$ cat src/rtl/cpu_param_pkg.sv
// cpu_param_pkg: instruction field constants, FSM states and illegal-encoding decode
// shared by the cpu_param core.
package cpu_param_pkg;

    localparam logic [2:0] OPC_MOV = 3'b110;
    localparam logic [2:0] OPC_ALU = 3'b101;

    localparam logic [1:0] OP_MOVI = 2'b10;
    localparam logic [1:0] OP_MOVR = 2'b00;
    localparam logic [1:0] OP_ADD  = 2'b00;
    localparam logic [1:0] OP_CMP  = 2'b01;
    localparam logic [1:0] OP_AND  = 2'b10;

    localparam logic [1:0] SH_LSL = 2'b01;
    localparam logic [1:0] SH_LSR = 2'b10;
    localparam logic [1:0] SH_ASR = 2'b11;

    typedef enum logic [2:0] {
        S_IDLE,
        S_DECODE,
        S_RD_A,
        S_RD_B,
        S_EXEC,
        S_WB
    } state_t;

    // MOV reg requires its Rn field to be zero; every ALU op code is defined
    function automatic logic is_illegal(input logic [15:0] ir);
        return !((ir[15:13] == OPC_ALU) ||
                 (ir[15:13] == OPC_MOV && ir[12:11] == OP_MOVI) ||
                 (ir[15:13] == OPC_MOV && ir[12:11] == OP_MOVR && ir[10:8] == 3'b000));
    endfunction

endpackage

$ cat src/rtl/cpu_param_iqueue.sv
// cpu_param_iqueue: synchronous FIFO buffering instructions ahead of IR;
// pushes while full and pops while empty are ignored.
module cpu_param_iqueue #(
    parameter int DEPTH = 4,
    parameter int WIDTH = 16
) (
    input  logic             clk,
    input  logic             reset,
    input  logic             push,
    input  logic [WIDTH-1:0] din,
    input  logic             pop,
    output logic [WIDTH-1:0] dout,
    output logic             full,
    output logic             empty
);
    localparam int AW = $clog2(DEPTH);

    logic [WIDTH-1:0] mem_q [DEPTH];
    logic [AW-1:0]    wr_q, wr_d, rd_q, rd_d;
    logic [AW:0]      cnt_q, cnt_d;
    logic             do_push, do_pop;

    assign full    = cnt_q == (AW+1)'(DEPTH);
    assign empty   = cnt_q == '0;
    assign do_push = push && !full;
    assign do_pop  = pop && !empty;
    assign dout    = mem_q[rd_q];

    always_comb begin
        wr_d  = do_push ? wr_q + 1'b1 : wr_q;
        rd_d  = do_pop ? rd_q + 1'b1 : rd_q;
        cnt_d = cnt_q + (AW+1)'(do_push) - (AW+1)'(do_pop);
    end

    always_ff @(posedge clk or negedge reset) begin
        if (!reset) begin
            wr_q  <= '0;
            rd_q  <= '0;
            cnt_q <= '0;
        end else begin
            wr_q  <= wr_d;
            rd_q  <= rd_d;
            cnt_q <= cnt_d;
        end
    end

    always_ff @(posedge clk) begin
        if (do_push) mem_q[wr_q] <= din;
    end

endmodule

$ cat src/rtl/cpu_param.sv
// cpu_param: parametrised multi-cycle CPU core (MOV imm/reg, ADD, CMP, AND, MVN).
// Define CPU_PARAM_IQUEUE_EN to place an IQ_DEPTH-entry FIFO in front of IR.
module cpu_param
    import cpu_param_pkg::*;
#(
    parameter int DATA_W   = 16,
    parameter int IQ_DEPTH = 4
) (
    input  logic              clk,
    input  logic              reset,
    input  logic              in_valid,
    input  logic [15:0]       in,
    output logic              in_ready,
    output logic [DATA_W-1:0] out,
    output logic              N,
    output logic              V,
    output logic              Z,
    output logic              w,
    output logic              err
);
    state_t            state_q, state_d;
    logic [15:0]       ir_q, ir_d;
    logic [DATA_W-1:0] a_q, a_d, b_q, b_d, c_q, c_d;
    logic [DATA_W-1:0] regs_q [8];
    logic [DATA_W-1:0] regs_d [8];
    logic              n_q, n_d, v_q, v_d, z_q, z_d, err_q, err_d;
    logic              head_valid;
    logic [15:0]       head;

`ifdef CPU_PARAM_IQUEUE_EN
    logic full, empty;

    cpu_param_iqueue #(.DEPTH(IQ_DEPTH), .WIDTH(16)) u_iqueue (
        .clk   (clk),
        .reset (reset),
        .push  (in_valid),
        .din   (in),
        .pop   (state_q == S_IDLE),
        .dout  (head),
        .full  (full),
        .empty (empty)
    );

    assign in_ready   = !full;
    assign head_valid = !empty;
    assign w          = (state_q == S_IDLE) && empty;
`else
    assign head       = in;
    assign head_valid = in_valid;
    assign in_ready   = (state_q == S_IDLE);
    assign w          = (state_q == S_IDLE);
`endif

    logic [2:0]        rn, rd, rm;
    logic [1:0]        sh, op;
    logic              is_mov, is_movi, is_cmp;
    logic [DATA_W-1:0] shb, alu;

    assign rn      = ir_q[10:8];
    assign rd      = ir_q[7:5];
    assign sh      = ir_q[4:3];
    assign rm      = ir_q[2:0];
    assign op      = ir_q[12:11];
    assign is_mov  = ir_q[15:13] == OPC_MOV;
    assign is_movi = is_mov && op == OP_MOVI;
    assign is_cmp  = !is_mov && op == OP_CMP;

    assign shb = sh == SH_LSL ? b_q << 1 :
                 sh == SH_LSR ? b_q >> 1 :
                 sh == SH_ASR ? {b_q[DATA_W-1], b_q[DATA_W-1:1]} : b_q;
    assign alu = is_movi       ? DATA_W'($signed(ir_q[7:0])) :
                 is_mov        ? shb :
                 op == OP_ADD  ? a_q + shb :
                 op == OP_CMP  ? a_q - shb :
                 op == OP_AND  ? a_q & shb : ~shb;

    always_comb begin
        state_d = state_q;
        ir_d    = ir_q;
        a_d     = a_q;
        b_d     = b_q;
        c_d     = c_q;
        regs_d  = regs_q;
        n_d     = n_q;
        v_d     = v_q;
        z_d     = z_q;
        err_d   = 1'b0;
        case (state_q)
            S_IDLE: begin
                if (head_valid) begin
                    ir_d    = head;
                    state_d = S_DECODE;
                end
            end
            S_DECODE: begin
                err_d   = is_illegal(ir_q);
                state_d = err_d ? S_IDLE : is_movi ? S_EXEC :
                          (is_mov || op == 2'b11) ? S_RD_B : S_RD_A;
            end
            S_RD_A: begin
                a_d     = regs_q[rn];
                state_d = S_RD_B;
            end
            S_RD_B: begin
                b_d     = regs_q[rm];
                state_d = S_EXEC;
            end
            S_EXEC: begin
                c_d     = alu;
                state_d = S_WB;
            end
            S_WB: begin
                state_d = S_IDLE;
                if (is_cmp) begin
                    n_d = c_q[DATA_W-1];
                    z_d = c_q == '0;
                    // a_q and b_q are still held, so overflow is rebuilt from the operands
                    v_d = (a_q[DATA_W-1] ^ shb[DATA_W-1]) & (c_q[DATA_W-1] ^ a_q[DATA_W-1]);
                end else begin
                    regs_d[is_movi ? rn : rd] = c_q;
                end
            end
            default: state_d = S_IDLE;
        endcase
    end

    always_ff @(posedge clk or negedge reset) begin
        if (!reset) begin
            state_q <= S_IDLE;
            ir_q    <= '0;
            a_q     <= '0;
            b_q     <= '0;
            c_q     <= '0;
            n_q     <= 1'b0;
            v_q     <= 1'b0;
            z_q     <= 1'b0;
            err_q   <= 1'b0;
            for (int i = 0; i < 8; i++) regs_q[i] <= '0;
        end else begin
            state_q <= state_d;
            ir_q    <= ir_d;
            a_q     <= a_d;
            b_q     <= b_d;
            c_q     <= c_d;
            n_q     <= n_d;
            v_q     <= v_d;
            z_q     <= z_d;
            err_q   <= err_d;
            regs_q  <= regs_d;
        end
    end

    assign out = c_q;
    assign N   = n_q;
    assign V   = v_q;
    assign Z   = z_q;
    assign err = err_q;

endmodule

$ cat config.mk
export PLATFORM = sky130hd
export DESIGN_NAME = cpu_param
export DESIGN_NICKNAME = d
export VERILOG_FILES = /design/src/rtl/cpu_param_pkg.sv /design/src/rtl/cpu_param_iqueue.sv /design/src/rtl/cpu_param.sv
export SDC_FILE = /design/constraint.sdc
export NUM_CORES = 1
export LEC_CHECK = 0
export CORE_UTILIZATION = 35
export DETAILED_ROUTE_END_ITERATION = 6
export PLACE_DENSITY = 0.61
export SLEW_MARGIN = 0
export SYNTH_ARGS = -nofsm -noshare
export SYNTH_HDL_FRONTEND = slang
export SYNTH_SLANG_ARGS = --single-unit
$ cat constraint.sdc
create_clock -name clk -period 3.5 [get_ports clk]
set_input_delay 0.525 -clock clk [delete_from_list [all_inputs] [get_ports clk]]
set_output_delay 0.525 -clock clk [all_outputs]
set_load 0.01 [all_outputs]
==> results.toml <==
[setup_path]
cp_max_fo = 11
critPathKind = "register to register"
arrival_ns = 3.57
required_ns = 3.82
end_kind = "register"
critPathLaunchType = "register"

[synth]
synth_edf_count = 0
syn-num-nets = 1120
synth_top_area_share_pct = 42.0
ys_top_cells_by_area = "dfrtp_1 42%, mux2_2 13%, mux4_2 12%, ha_1 3.3%, o21ai_0 3.2%"
synth_top_area_cell = "dfrtp_1"
ys_seq_elements = 199
syn-cell-area_um2 = 11800
netlist_instances = 1068
synth.avg_cell_area_um2 = 11.1
ys_dominant_reg_cell = "dfrtp_1"
yosys_warnings = 0
seq_area_frac_synth_pct = 42.0
async_flop_share_pct = 100
synth_cell_types = 67

[placement]
gp_congestion = 0.890
io_buffers = 40
hpwl_um = 21700
dpl_cell_area_um2 = 12800

[sta]
report.final.slew_viol_count = 0
fin_setup_tns_ns = 0
worstMarginPinSlew_ns = 0.889
min_period_over_period_pct = 92.9
grt_setup_unrepaired = "false"
maxSlewHeadroom_pct = 40.7
setup_viol = 0
fmax_ghz = 0.307
period_needed_ns = 3.25
hold_viol = 0
finalClockSkew_ns = 0.0103

[cells_and_area]
nets = 1129
multi_input_area_um2 = 6360
layout-drive-gt1-share_pct = 27.2
regArea_um2 = 4980
n_fill_cell = 3165
area_delta_synth_final_pct = 13.9
final_cell_area_um2 = 13500
diodes = 0
most-common-layout-cells = "195 x dfrtp_1, 142 x mux2_2, 98 x nand2_1"
mostFrequentLayoutCell = "dfrtp_1"

[clock_network]
clkLatencyLatePin_ns = 0.44
numCtsBuffers = 17
cts_root_buffer = "clkbuf_16"
post-cts-setup-buffers = 0
cts_buffer_depth = 2
tritoncts = "built"
htreeDepth = 4
clk_pin_slew_ns = 0.07
cts_sinks = 199

[job]
cap_violations = 0

[power]
clockPowerShare_pct = 19.5
switching_share_pct = 39.9
pwr-share-comb_pct = 44.9
vdd_drop_max_v = 0.000429
p_switching_w = 0.00476
pwr-share-seq_pct = 35.6
power_density_nw_per_um2 = 885
leakagePower_nw = 5.89
intPower_w = 0.00718

[route]
drtPass1Iterations = 5
drt_wl_total_um = 31600
routed_via_density = 5.53
wire_per_inst_um = 20.6
ant_nets = 0
first_iter_violations = 558
vias = 8507
drcViolationCount = 0

[die]
fp.dieArea_um2 = 34600
die_h_um = 186
coreArea_um2 = 33400
start_util_pct = 35.4
pin_count = 41
rows = 67
die_w_um = 186

[grt]
grt_overflow = 0
use_met1_pct = 24.9
grt_pass1_vias = 8553
grt_pass1_wl_um = 49500
grt_antenna_before_repair = 0
busiest_layer = "met2"
grtUsageMet3_pct = 2.95
grt_use_met2_pct = 32.2
grt_max_degree = 96
track_usage_pct = 19.2

[outcome]
outcome = "complete, no violations"

[worst_hold_path]
worstHoldPathType = "input port to asynchronous set/reset pin"
==> what timing repair did <==
item,in CTS,in global routing
hold buffers,0,0
resized for setup,0,5
setup endpoints to repair,0,6
==> layout make-up <==
class | count | share of cell area [%]
clock buffer | 20 | 3.31
inverter | 35 | 0.974
sequential | 199 | 37.0
clock inverter | 11 | 1.79
multi-input combinational | 740 | 47.2
timing repair buffer | 84 | 5.66
tap | 448 | 4.16
==> final timing paths <==
kind                                       from                 endpoint  slack (ns)  cells past startpoint
max                         ir_q[3]$_DFFE_PN0P_      out[13]$_DFFE_PN0P_        0.25                     14
min reg2reg                ir_q[15]$_DFFE_PN0P_            err$_DFF_PN0_        0.47                      1
min in group clk           ir_q[15]$_DFFE_PN0P_            err$_DFF_PN0_        0.47                      1
min                                       reset  regs_q[121]$_DFFE_PN0P_        0.14                      1
max in group asynchronous                 reset   regs_q[64]$_DFFE_PN0P_        2.42                      2
max reg2reg                 ir_q[3]$_DFFE_PN0P_      out[13]$_DFFE_PN0P_        0.25                     14
==> flip-flops by register name, indices dropped and copies added (netlist names) <==
register,flops
err,1
out,16
a_q,16
V,1
b_q,16
regs_q,128
state_q,3
ir_q,16
N,1
Z,1
==> metal layers <==
layer	part of all wire, %	vias to the layer above
met5	0	-
met4	2.8	0
met3	4.2	45
met2	49	185
met1	44	4353
li1	-	3924
==> per-stage QoR <==
step	std cells	total power, W	util (%)	hold slack, ns	setup slack [ns]
detailed placement	1506	0.00958	38.2	0.469	0.268
CTS	1537	0.0119	40.3	0.193	0.239
global placement	1506	0.00949	38.2	0.470	0.306
finish	1537	0.0119	40.3	0.138	0.247
floorplan	1068	0.00782	-	0.229	0.252
global route	1537	0.0127	40.3	0.201	0.0640
==> power groups by stage <==
stage,Combinational [W],Clock (W),Sequential (W)
finish,0.00536,0.00233,0.00425
global route,0.00584,0.00246,0.00438
CTS,0.00534,0.00237,0.00423
detailed placement,0.00531,0,0.00427
global placement,0.00527,0,0.00422
floorplan,0.00425,0,0.00357
==> cell usage after synthesis (4+ instances only) <==
library cell / count
xnor2_1: 8
o22ai_1: 4
dfrtp_1: 199
mux2i_1: 34
buf_1: 17
or3_1: 4
nand2b_1: 13
nand4_1: 4
a211oi_1: 4
o211ai_1: 8
mux4_2: 65
ha_1: 31
nand3_1: 14
a31oi_1: 27
buf_2: 14
nor4_1: 4
nor2_1: 65
a21o_1: 4
nor3_1: 13
inv_1: 35
nor3b_1: 4
nor2b_1: 8
mux2_2: 142
o31ai_1: 5
o21ai_0: 75
nand2_1: 98
clkbuf_1: 59
a21oi_1: 45
xor2_1: 4
==> logic make-up (layout without fill, tap and decap cells) <==
logic type | count (synthesis) | in the layout | synth area share, %
multiplexers | 242 | 242 | 28.9
AND/OR/NAND/NOR | 240 | 240 | 9.12
AO/OA/AOI/OAI | 213 | 213 | 11.1
flip-flops | 199 | 199 | 42.0
buffers and inverters | 129 | 150 | 4.35
adder cells (fa/ha/maj) | 33 | 33 | 3.61
XOR/XNOR | 12 | 12 | 0.887
==> worst max-delay path, stage by stage (launching register included) <==
cell and delay, ns:
dfrtp_2 0.42, buf_6 0.20, mux2i_1 0.20, nor2_1 0.05
a21oi_1 0.17, inv_1 0.07, ha_1 0.34, o21a_1 0.15
or2_2 0.30, nor4b_1 0.15, a21oi_1 0.28, a21oi_1 0.16
o21ai_0 0.19, mux2i_1 0.09, or3_1 0.36
Note: power is estimated with default switching activity, not from simulation.
